## src/rtl/ps2_host_tx.sv

```systemverilog
// ps2_host_tx: host-to-device PS/2 transmitter for the keyboard port.
// Sends one command byte (start, 8 data bits LSB first, odd parity, stop), then
// samples the device ACK and reports the outcome with a one-cycle done pulse.
// The PS/2 lines are open-drain; this block only produces pull-low enables.
//
// Ports:
//   clk, reset            system clock, asynchronous active-high reset
//   txdata[0:7]           byte to send (bit 0 = MSB, txdata[7] goes out first)
//   start                 single-cycle request, honoured only when idle
//   busy / tx_active      high while a transaction is in progress
//   done / error          end-of-transaction pulse; error = NACK or timeout
//   ps2_clk_in/_data_in   raw PS/2 lines
//   ps2_clk_low/_data_low 1 = pull the corresponding line low
//
// Optional build macro PS2_HOST_TX_RETRY_EN: a failed attempt (NACK or timeout)
// is retried once with the same byte before done/error are reported.
module ps2_host_tx #(
  parameter int INHIBIT_CYCLES = 6000,
  parameter int REQ_CYCLES     = 100,
  parameter int TIMEOUT_CYCLES = 1000000
) (
  input  logic       clk,
  input  logic       reset,
  input  logic [0:7] txdata,
  input  logic       start,
  output logic       busy,
  output logic       tx_active,
  output logic       done,
  output logic       error,
  input  logic       ps2_clk_in,
  input  logic       ps2_data_in,
  output logic       ps2_clk_low,
  output logic       ps2_data_low
);

  localparam int MAX_AB  = (INHIBIT_CYCLES > REQ_CYCLES) ? INHIBIT_CYCLES : REQ_CYCLES;
  localparam int MAX_CNT = (MAX_AB > TIMEOUT_CYCLES) ? MAX_AB : TIMEOUT_CYCLES;
  localparam int CW      = $clog2(MAX_CNT + 1);

  localparam logic [2:0] S_IDLE    = 3'd0;
  localparam logic [2:0] S_INHIBIT = 3'd1;
  localparam logic [2:0] S_REQ     = 3'd2;
  localparam logic [2:0] S_FRAME   = 3'd3;
  localparam logic [2:0] S_WAIT    = 3'd4;

  logic [2:0]    state_q, state_d;
  logic [CW-1:0] cnt_q, cnt_d;
  logic [3:0]    n_q, n_d;
  logic [7:0]    sh_q, sh_d;
  logic          par_q, par_d;
  logic          nack_q, nack_d;
  logic          err_q, err_d;

  logic clk_meta_q, clk_sync_q, clk_prev_q;
  logic dat_meta_q, dat_sync_q;

  logic          fall, bus_idle, cnt_tmo;
  logic          attempt_end, attempt_fail, retrying;
  logic          frame_low;
  logic [2:0]    bidx;

  // Synchronisers reset to the idle (released) line level.
  always_ff @(posedge clk or posedge reset) begin
    if (reset) begin
      clk_meta_q <= 1'b1;
      clk_sync_q <= 1'b1;
      clk_prev_q <= 1'b1;
      dat_meta_q <= 1'b1;
      dat_sync_q <= 1'b1;
    end else begin
      clk_meta_q <= ps2_clk_in;
      clk_sync_q <= clk_meta_q;
      clk_prev_q <= clk_sync_q;
      dat_meta_q <= ps2_data_in;
      dat_sync_q <= dat_meta_q;
    end
  end

  assign fall     = clk_prev_q & ~clk_sync_q;
  assign bus_idle = clk_sync_q & dat_sync_q;
  assign cnt_tmo  = (cnt_q == CW'(TIMEOUT_CYCLES));

  // An attempt ends on FRAME timeout, or in WAIT_IDLE on idle bus / timeout.
  // A fall in the timeout cycle wins over the timeout.
  assign attempt_end  = ((state_q == S_FRAME) && !fall && cnt_tmo) ||
                        ((state_q == S_WAIT) && (bus_idle || cnt_tmo));
  assign attempt_fail = ((state_q == S_WAIT) && bus_idle) ? nack_q : 1'b1;

`ifdef PS2_HOST_TX_RETRY_EN
  logic retry_q, retry_d;

  assign retrying = attempt_end & attempt_fail & ~retry_q;

  always_comb begin
    retry_d = retry_q;
    if (state_q == S_IDLE) begin
      retry_d = 1'b0;
    end else if (retrying) begin
      retry_d = 1'b1;
    end
  end

  always_ff @(posedge clk or posedge reset) begin
    if (reset) begin
      retry_q <= 1'b0;
    end else begin
      retry_q <= retry_d;
    end
  end
`else
  assign retrying = 1'b0;
`endif

  // done is combinational in the last busy cycle, so a coincident start is
  // seen outside IDLE and ignored.
  assign done  = attempt_end & ~retrying;
  assign error = done ? attempt_fail : err_q;

  always_comb begin
    state_d = state_q;
    cnt_d   = cnt_q;
    n_d     = n_q;
    sh_d    = sh_q;
    par_d   = par_q;
    nack_d  = nack_q;
    err_d   = done ? attempt_fail : err_q;
    case (state_q)
      S_IDLE: begin
        if (start) begin
          sh_d    = txdata;
          par_d   = ~^txdata;
          cnt_d   = '0;
          state_d = S_INHIBIT;
        end
      end
      S_INHIBIT: begin
        if (cnt_q == CW'(INHIBIT_CYCLES - 1)) begin
          cnt_d   = '0;
          state_d = S_REQ;
        end else begin
          cnt_d = cnt_q + CW'(1);
        end
      end
      S_REQ: begin
        if (cnt_q == CW'(REQ_CYCLES - 1)) begin
          cnt_d   = '0;
          n_d     = '0;
          state_d = S_FRAME;
        end else begin
          cnt_d = cnt_q + CW'(1);
        end
      end
      S_FRAME: begin
        if (fall) begin
          cnt_d = '0;
          n_d   = n_q + 4'd1;
          if (n_q == 4'd10) begin
            nack_d  = dat_sync_q;
            state_d = S_WAIT;
          end
        end else if (!cnt_tmo) begin
          cnt_d = cnt_q + CW'(1);
        end
      end
      S_WAIT: begin
        if (!attempt_end) begin
          cnt_d = cnt_q + CW'(1);
        end
      end
      default: state_d = S_IDLE;
    endcase
    if (attempt_end) begin
      cnt_d   = '0;
      state_d = retrying ? S_INHIBIT : S_IDLE;
    end
  end

  always_ff @(posedge clk or posedge reset) begin
    if (reset) begin
      state_q <= S_IDLE;
      cnt_q   <= '0;
      n_q     <= '0;
      sh_q    <= '0;
      par_q   <= 1'b0;
      nack_q  <= 1'b0;
      err_q   <= 1'b0;
    end else begin
      state_q <= state_d;
      cnt_q   <= cnt_d;
      n_q     <= n_d;
      sh_q    <= sh_d;
      par_q   <= par_d;
      nack_q  <= nack_d;
      err_q   <= err_d;
    end
  end

  // Data line during FRAME: start bit until the first fall, then bits, parity,
  // and released from edge 10 on.
  assign bidx = 3'(n_q - 4'd1);

  always_comb begin
    frame_low = 1'b0;
    if (n_q == 4'd0) begin
      frame_low = 1'b1;
    end else if (n_q <= 4'd8) begin
      frame_low = ~sh_q[bidx];
    end else if (n_q == 4'd9) begin
      frame_low = ~par_q;
    end
  end

  assign busy         = (state_q != S_IDLE);
  assign tx_active    = busy;
  assign ps2_clk_low  = (state_q == S_INHIBIT) || (state_q == S_REQ);
  assign ps2_data_low = (state_q == S_REQ) ||
                        ((state_q == S_FRAME) && frame_low && !attempt_end);

endmodule

```

## config.mk

```make
export PLATFORM = sky130hd
export DESIGN_NAME = ps2_host_tx
export DESIGN_NICKNAME = d
export VERILOG_FILES = /design/src/rtl/ps2_host_tx.sv
export SDC_FILE = /design/constraint.sdc
export NUM_CORES = 1
export LEC_CHECK = 0
export CAP_MARGIN = 30
export CORE_ASPECT_RATIO = 0.9
export CORE_MARGIN = 3
export CORE_UTILIZATION = 55
export DETAILED_ROUTE_END_ITERATION = 8
export GPL_TIMING_DRIVEN = 0
export PLACE_DENSITY = 0.76
export REMOVE_ABC_BUFFERS = 1
export SYNTH_ARGS = -nofsm -noshare
export SYNTH_HDL_FRONTEND = slang
export SYNTH_SLANG_ARGS = --single-unit
```

## constraint.sdc

```tcl
create_clock -name clk -period 3.17 [get_ports clk]
set_input_delay 0.634 -clock clk [delete_from_list [all_inputs] [get_ports clk]]
set_output_delay 0.634 -clock clk [all_outputs]
set_load 0.03 [all_outputs]
```

==> flow_summary.yaml, run 1 <==
status:
  status: "finished, final reports clean"
power:
  p_int_uw: 1280
  power.share.switching_pct: 38.4
  combinationalPowerShare_pct: 42.8
  total_leakage_power_uw: 0.00118
  p_per_area_mw_per_mm2: 748
  power.net_switching_uw: 797
  pwr-share-seq_pct: 36.1
  peakVddDrop_mv: 0.377
  pwr-share-clk_pct: 21.1
place:
  gp_congestion: 0.887
  post-place-ws_ns: -0.246
  io_buffers: 18
  dp.cells: 312
  hpwl_microns: 3570
  placed_cell_area_sq_mm: 0.00265
min_path:
  hold_path_end: "dat_sync_q"
  min_path_type: "register to register"
  min_delay_path_depth: 0
  worstHoldStart: "dat_meta_q"
sta:
  fmax_ghz: 0.321
  hold_viol: 0
  finalCritPeriodShare_pct: 98.4
  fin_tns_setup_ns: 0
  relSlewSlack_pct: 42.0
  fin_crit_ns: 3.12
  worstMarginPinSlew_ns: 0.868
  setup_slack_ns: 0.0519
  finalClockSkew_ns: 0.00932
  setup_violations: 0
  drv_slew: 0
  rsz0062_at_grt: "true"
yosys:
  netlist_area_sq_mm: 0.00243
  ys_async_sr_fraction_pct: 100
  ys_seq_area_share_pct: 44.5
  netlist-cell-type-count: 48
  ys.flop_type: "dfrtp_1"
  synth_seq_cells: 43
  synth_cells: 242
  synth_edf_count: 0
  avgSynthCellArea_sq_um: 10.1
  yosys_warnings: 0
routing:
  ant_nets: 0
  wl_per_cell_microns: 15.2
  drt_iter0_markers: 212
  first_pass_iters: 4
  drc: 0
  vias_per_cell: 5.79
  wirelength_microns: 4890
  vias: 1860
finish:
  antenna_cells: 0
  syn_to_final_growth_pct: 13.9
  final_common_cell: "dfrtp_1"
  layout-drive-gt1-share_pct: 16.5
  mostFrequentLayoutCells: "37 x dfrtp_1, 19 x nand2_1, 17 x nor2_1"
  final_nets: 280
  fin_cells: 321
  final_util_pct: 66.7
  final_cell_area_sq_mm: 0.00277
worst_setup_path:
  reg2regPathDepth: 6
  critical_path_class: "register to output port"
  crit_required_ns: 2.54
  crit_arrival_ns: 2.48
  worstSetupStartpointType: "register"
  reg2reg_slack_ns: 0.62
  r2r_end: "cnt_q[12]"
  path_max_fanout: 4
  worstReg2RegStart: "cnt_q[15]"
  end_kind: "output port"
grt:
  overflow: 0
  grt_max_degree: 44
  grt_pass1_vias: 1755
  grt_pass1_wl_microns: 8450
  antenna_found_initial: 0
  grtUsageTotal_pct: 19.8
clock_network:
  hold_buffers: 0
  cts_tree: "built"
  cts.path.max_buffers: 2
  clk_pin_slew_ns: 0.09
  clock-sinks: 43
  cts_buffers: 5
  htreeDepth: 2
  clock_latency_ns: 0.30
  cts_root_buf: "clkbuf_8"
floorplanning:
  dieArea_sq_mm: 0.00526
  die_w_microns: 76.1
  ioPinCount: 19
  core-area_sq_mm: 0.00416
  die_h_microns: 69.1
  start_util_pct: 58.5
  row_count: 22
flow_run:
  maxCapViolations: 0
through the flow:
| step | hold WS (ns) | total power, uW |
|---|---|---|
| global placement | 0.345 | 1620 |
| CTS | 0.362 | 2080 |
| finish | 0.361 | 2070 |
| detailed placement | 0.349 | 1640 |
| floorplan | 0.345 | 1390 |
| global route | 0.365 | 2200 |
sequential cells by signal, summed over array words and instances (netlist names):
register,flops
par_q,1
dat_sync_q,1
nack_q,1
clk_meta_q,1
clk_sync_q,1
err_q,1
dat_meta_q,1
sh_q,8
state_q,3
n_q,4
clk_prev_q,1
cnt_q,20
worst max path at each step:
| stage | depth (start not counted) | end | startpoint | slack (ns) |
|---|---|---|---|---|
| CTS | 8 | error | cnt_q[15] | 0.03 |
| detailed placement | 8 | error | cnt_q[15] | -0.25 |
| finish | 8 | error | cnt_q[15] | 0.05 |
| floorplan | 7 | error | cnt_q[13] | 0.16 |
| global route | 8 | error | cnt_q[15] | -0.06 |
| global placement | 8 | error | cnt_q[15] | -0.26 |
layer usage:
metal / part of all wire [%] / track usage [%] / vias up
met5: 0 / 0 / -
met4: 1.2 / 5.03 / 0
met3: 5.4 / 4.44 / 7
met2: 45 / 29.5 / 40
met1: 49 / 29.4 / 899
li1: - / - / 914
layout make-up:
type | count | area, sq um
fillers | 327 | 1380
flip-flops and latches | 43 | 1080
clock buffers | 5 | 68.8
multi-input cells | 180 | 1270
repair buffers | 20 | 190
clock inverters | 3 | 46.3
well taps | 60 | 75.1
inverters | 10 | 37.5
power groups by stage:
| stage | Clock (uW) | Combinational [uW] | Sequential, uW |
|---|---|---|---|
| final | 437 | 888 | 750 |
| after global routing | 468 | 970 | 766 |
| after CTS | 442 | 889 | 747 |
| after detailed placement | 0 | 885 | 758 |
| after global placement | 0 | 866 | 752 |
| after floorplan | 0 | 662 | 729 |
critical path, cell delays in order (launching register included):
cell and delay (ns):
dfrtp_1 0.45, or4_1 0.56, nor3b_2 0.24, a31oi_1 0.15, or2_4 0.28, inv_2 0.09, nor2_1 0.04, a21oi_1 0.17
buf_4 0.20
cell families after synthesis:
kind of cell             Yosys count  synth area share, %
AO/OA/AOI/OAI                     47                 13.2
XOR/XNOR                          20                 7.20
adder cells (fa/ha/maj)            7                 3.60
buffers and inverters             19                 3.39
flip-flops                        43                 44.5
multiplexers                      14                 7.30
AND/OR/NAND/NOR                   92                 20.9
timing repair:
action | 4_1_cts | 5_1_grt
setup endpoints to repair | 3 | 3
endpoints found under the hold margin | 0 | 0
buffers inserted | 1 | 0
gates resized for setup | 12 | 2
cell usage after synthesis (3+ instances only):
library cell / n / area [sq um]
mux2_2: 10 / 113
a31oi_1: 5 / 31.3
nor4_1: 4 / 25.0
a22o_1: 5 / 43.8
nand2b_1: 4 / 25.0
nand2_1: 19 / 71.3
xor2_1: 10 / 87.6
nor3_1: 6 / 30.0
o41ai_1: 3 / 26.3
nand4_1: 8 / 50.1
dfstp_2: 5 / 131
ha_1: 7 / 87.6
inv_1: 10 / 37.5
and3_1: 8 / 50.1
nor2_1: 17 / 63.8
clkbuf_1: 3 / 11.3
a21oi_1: 13 / 65.1
nand3_1: 11 / 55.1
xnor2_1: 10 / 87.6
dfrtp_1: 38 / 951
o21ai_0: 9 / 45.0
Power figures use the tool's default switching activity.
==> run 2, diff against run 1 <==
--- a/config.mk
+++ b/config.mk
@@ -9,6 +9,7 @@
 export CORE_ASPECT_RATIO = 0.9
 export CORE_MARGIN = 3
 export CORE_UTILIZATION = 55
+export CTS_CLUSTER_DIAMETER = 150
 export DETAILED_ROUTE_END_ITERATION = 8
 export GPL_TIMING_DRIVEN = 0
 export PLACE_DENSITY = 0.76
==> results of run 2 <==
No change in the layout: final DEF, timing and power equal those of run 1.
==> run 3, diff against run 2 <==
--- a/config.mk
+++ b/config.mk
@@ -7,7 +7,6 @@
 export LEC_CHECK = 0
 export CAP_MARGIN = 30
 export CORE_ASPECT_RATIO = 0.9
-export CORE_MARGIN = 3
 export CORE_UTILIZATION = 55
 export CTS_CLUSTER_DIAMETER = 150
 export DETAILED_ROUTE_END_ITERATION = 8
==> flow_summary.yaml, run 3 (same netlist as run 1, synthesis figures left out) <==
status:
  status: "finished, final reports clean"
finish:
  largestRegisters: "cnt_q: 20 flops, sh_q: 8 flops, n_q: 4 flops"
  mostFrequentLayoutCells: "37 x dfrtp_1, 19 x nand2_1, 17 x nor2_1"
  final_nets: 284
  top_register: "cnt_q"
  final_util_pct: 67.5
  largest_reg_flops: 20
  final_cell_area_sq_mm: 0.00281
  syn_to_final_growth_pct: 15.4
  final_common_cell: "dfrtp_1"
  layout-drive-gt1-share_pct: 18.1
  antenna_cells: 0
clock_network:
  cts_buffers: 5
  clock_latency_ns: 0.29
  hold_buffers: 0
  clk_pin_slew_ns: 0.09
  clock-sinks: 43
  htreeDepth: 2
  cts_tree: "built"
  cts_root_buf: "clkbuf_8"
  cts.path.max_buffers: 2
sta:
  hold_viol: 0
  rsz0062_at_grt: "false"
  finalClockSkew_ns: 0.00448
  drv_slew: 0
  setup_violations: 0
  relSlewSlack_pct: 38.1
  fin_crit_ns: 3.06
  worstMarginPinSlew_ns: 0.919
  finalCritPeriodShare_pct: 96.5
  fin_tns_setup_ns: 0
  fmax_ghz: 0.327
worst_setup_path:
  r2r_end: "cnt_q[12]"
  cp-startpoint: "cnt_q[4]"
  crit_arrival_ns: 2.42
  critical_path_class: "register to output port"
  worstReg2RegStart: "cnt_q[4]"
  reg2reg_slack_ns: 0.50
  worstSetupStartpointType: "register"
  crit_end: "error"
  end_kind: "output port"
  crit_required_ns: 2.54
  reg2regPathDepth: 7
  path_max_fanout: 6
power:
  power.net_switching_uw: 795
  p_per_area_mw_per_mm2: 737
  power.share.switching_pct: 38.4
  combinationalPowerShare_pct: 42.6
  p_int_uw: 1270
  total_leakage_power_uw: 0.00120
  pwr-share-seq_pct: 36.2
  pwr-share-clk_pct: 21.2
  peakVddDrop_mv: 0.412
floorplanning:
  die_w_microns: 72.1
  ioPinCount: 19
  die_h_microns: 65.1
  dieArea_sq_mm: 0.00470
  row_count: 22
  start_util_pct: 58.5
  core-area_sq_mm: 0.00416
place:
  gp_congestion: 0.867
  placed_cell_area_sq_mm: 0.00265
  hpwl_microns: 3650
  io_buffers: 18
routing:
  wl_per_cell_microns: 15.7
  maxUsedRoutingLayer: "met4"
  first_pass_iters: 4
  wl_met2_microns: 2280
  wirelength_microns: 5110
  vias: 1938
  ant_nets: 0
  wl_met3_microns: 304
  drt_iter0_markers: 186
  route.layer.met1.wl_microns: 2490
  vias_per_cell: 5.96
  drc: 0
min_path:
  worstHoldStart: "dat_meta_q"
  min_path_type: "register to register"
grt:
  grt_pass1_wl_microns: 8530
  overflow: 0
  grt_max_degree: 44
  grt_pass1_vias: 1774
  antenna_found_initial: 0
  grtUsageTotal_pct: 23.8
flow_run:
  maxCapViolations: 0
run 3: power groups by stage:
stage                     Combinational, uW  Clock [uW]  Sequential, uW
after floorplan                         662           0             729
after global placement                  864           0             753
after detailed placement                888           0             758
after CTS                               880         449             748
after global routing                    952         469             770
final                                   881         439             750
run 3: per-layer routing:
metal  GRT usage [%]  up-vias
met5               0        -
met4            5.15        0
met3            5.83        9
met2            35.3       68
met1            35.5      940
li1                -      921
run 3: worst max-delay path, cell delays in order, from the launching register on:
cell	delay, ns
dfrtp_1	0.45
or4_1	0.53
nor3b_2	0.26
a31oi_2	0.15
or2_4	0.27
inv_2	0.09
nor2_1	0.05
a21oi_1	0.15
buf_4	0.19
run 3: final cells by class:
type                    count  area [sq um]
clock buffers               5          68.8
clock inverters             3          47.5
fillers                   332          1350
inverters                  10          37.5
multi-input cells         180          1280
flip-flops and latches     43          1080
well taps                  60          75.1
repair buffers             24           218
run 3: stage by stage:
step           power [uW]  setup slack (ns)  cells  hold WS (ns)
3_3_place_gp         1620            -0.206    311         0.345
5_1_grt              2190            0.0255    325         0.364
6_report             2070             0.111    325         0.360
4_1_cts              2080           0.00217    324         0.361
3_5_place_dp         1650            -0.263    312         0.347
2_1_floorplan        1390             0.162    233         0.345
run 3: repair_timing:
action                     CTS  global route
setup endpoints to repair    3             3
gates cloned                 0             0
pin swaps                    2             2
setup buffers                4             1
resized for setup           12             4
run 3: worst min-delay path by stage:
stage                 end  slack (ns)  cells after the start
2_1_floorplan  clk_sync_q        0.35                      0
3_3_place_gp   clk_sync_q        0.35                      0
3_5_place_dp   dat_sync_q        0.35                      0
4_1_cts        dat_sync_q        0.36                      0
5_1_grt        dat_sync_q        0.36                      0
6_report       dat_sync_q        0.36                      0
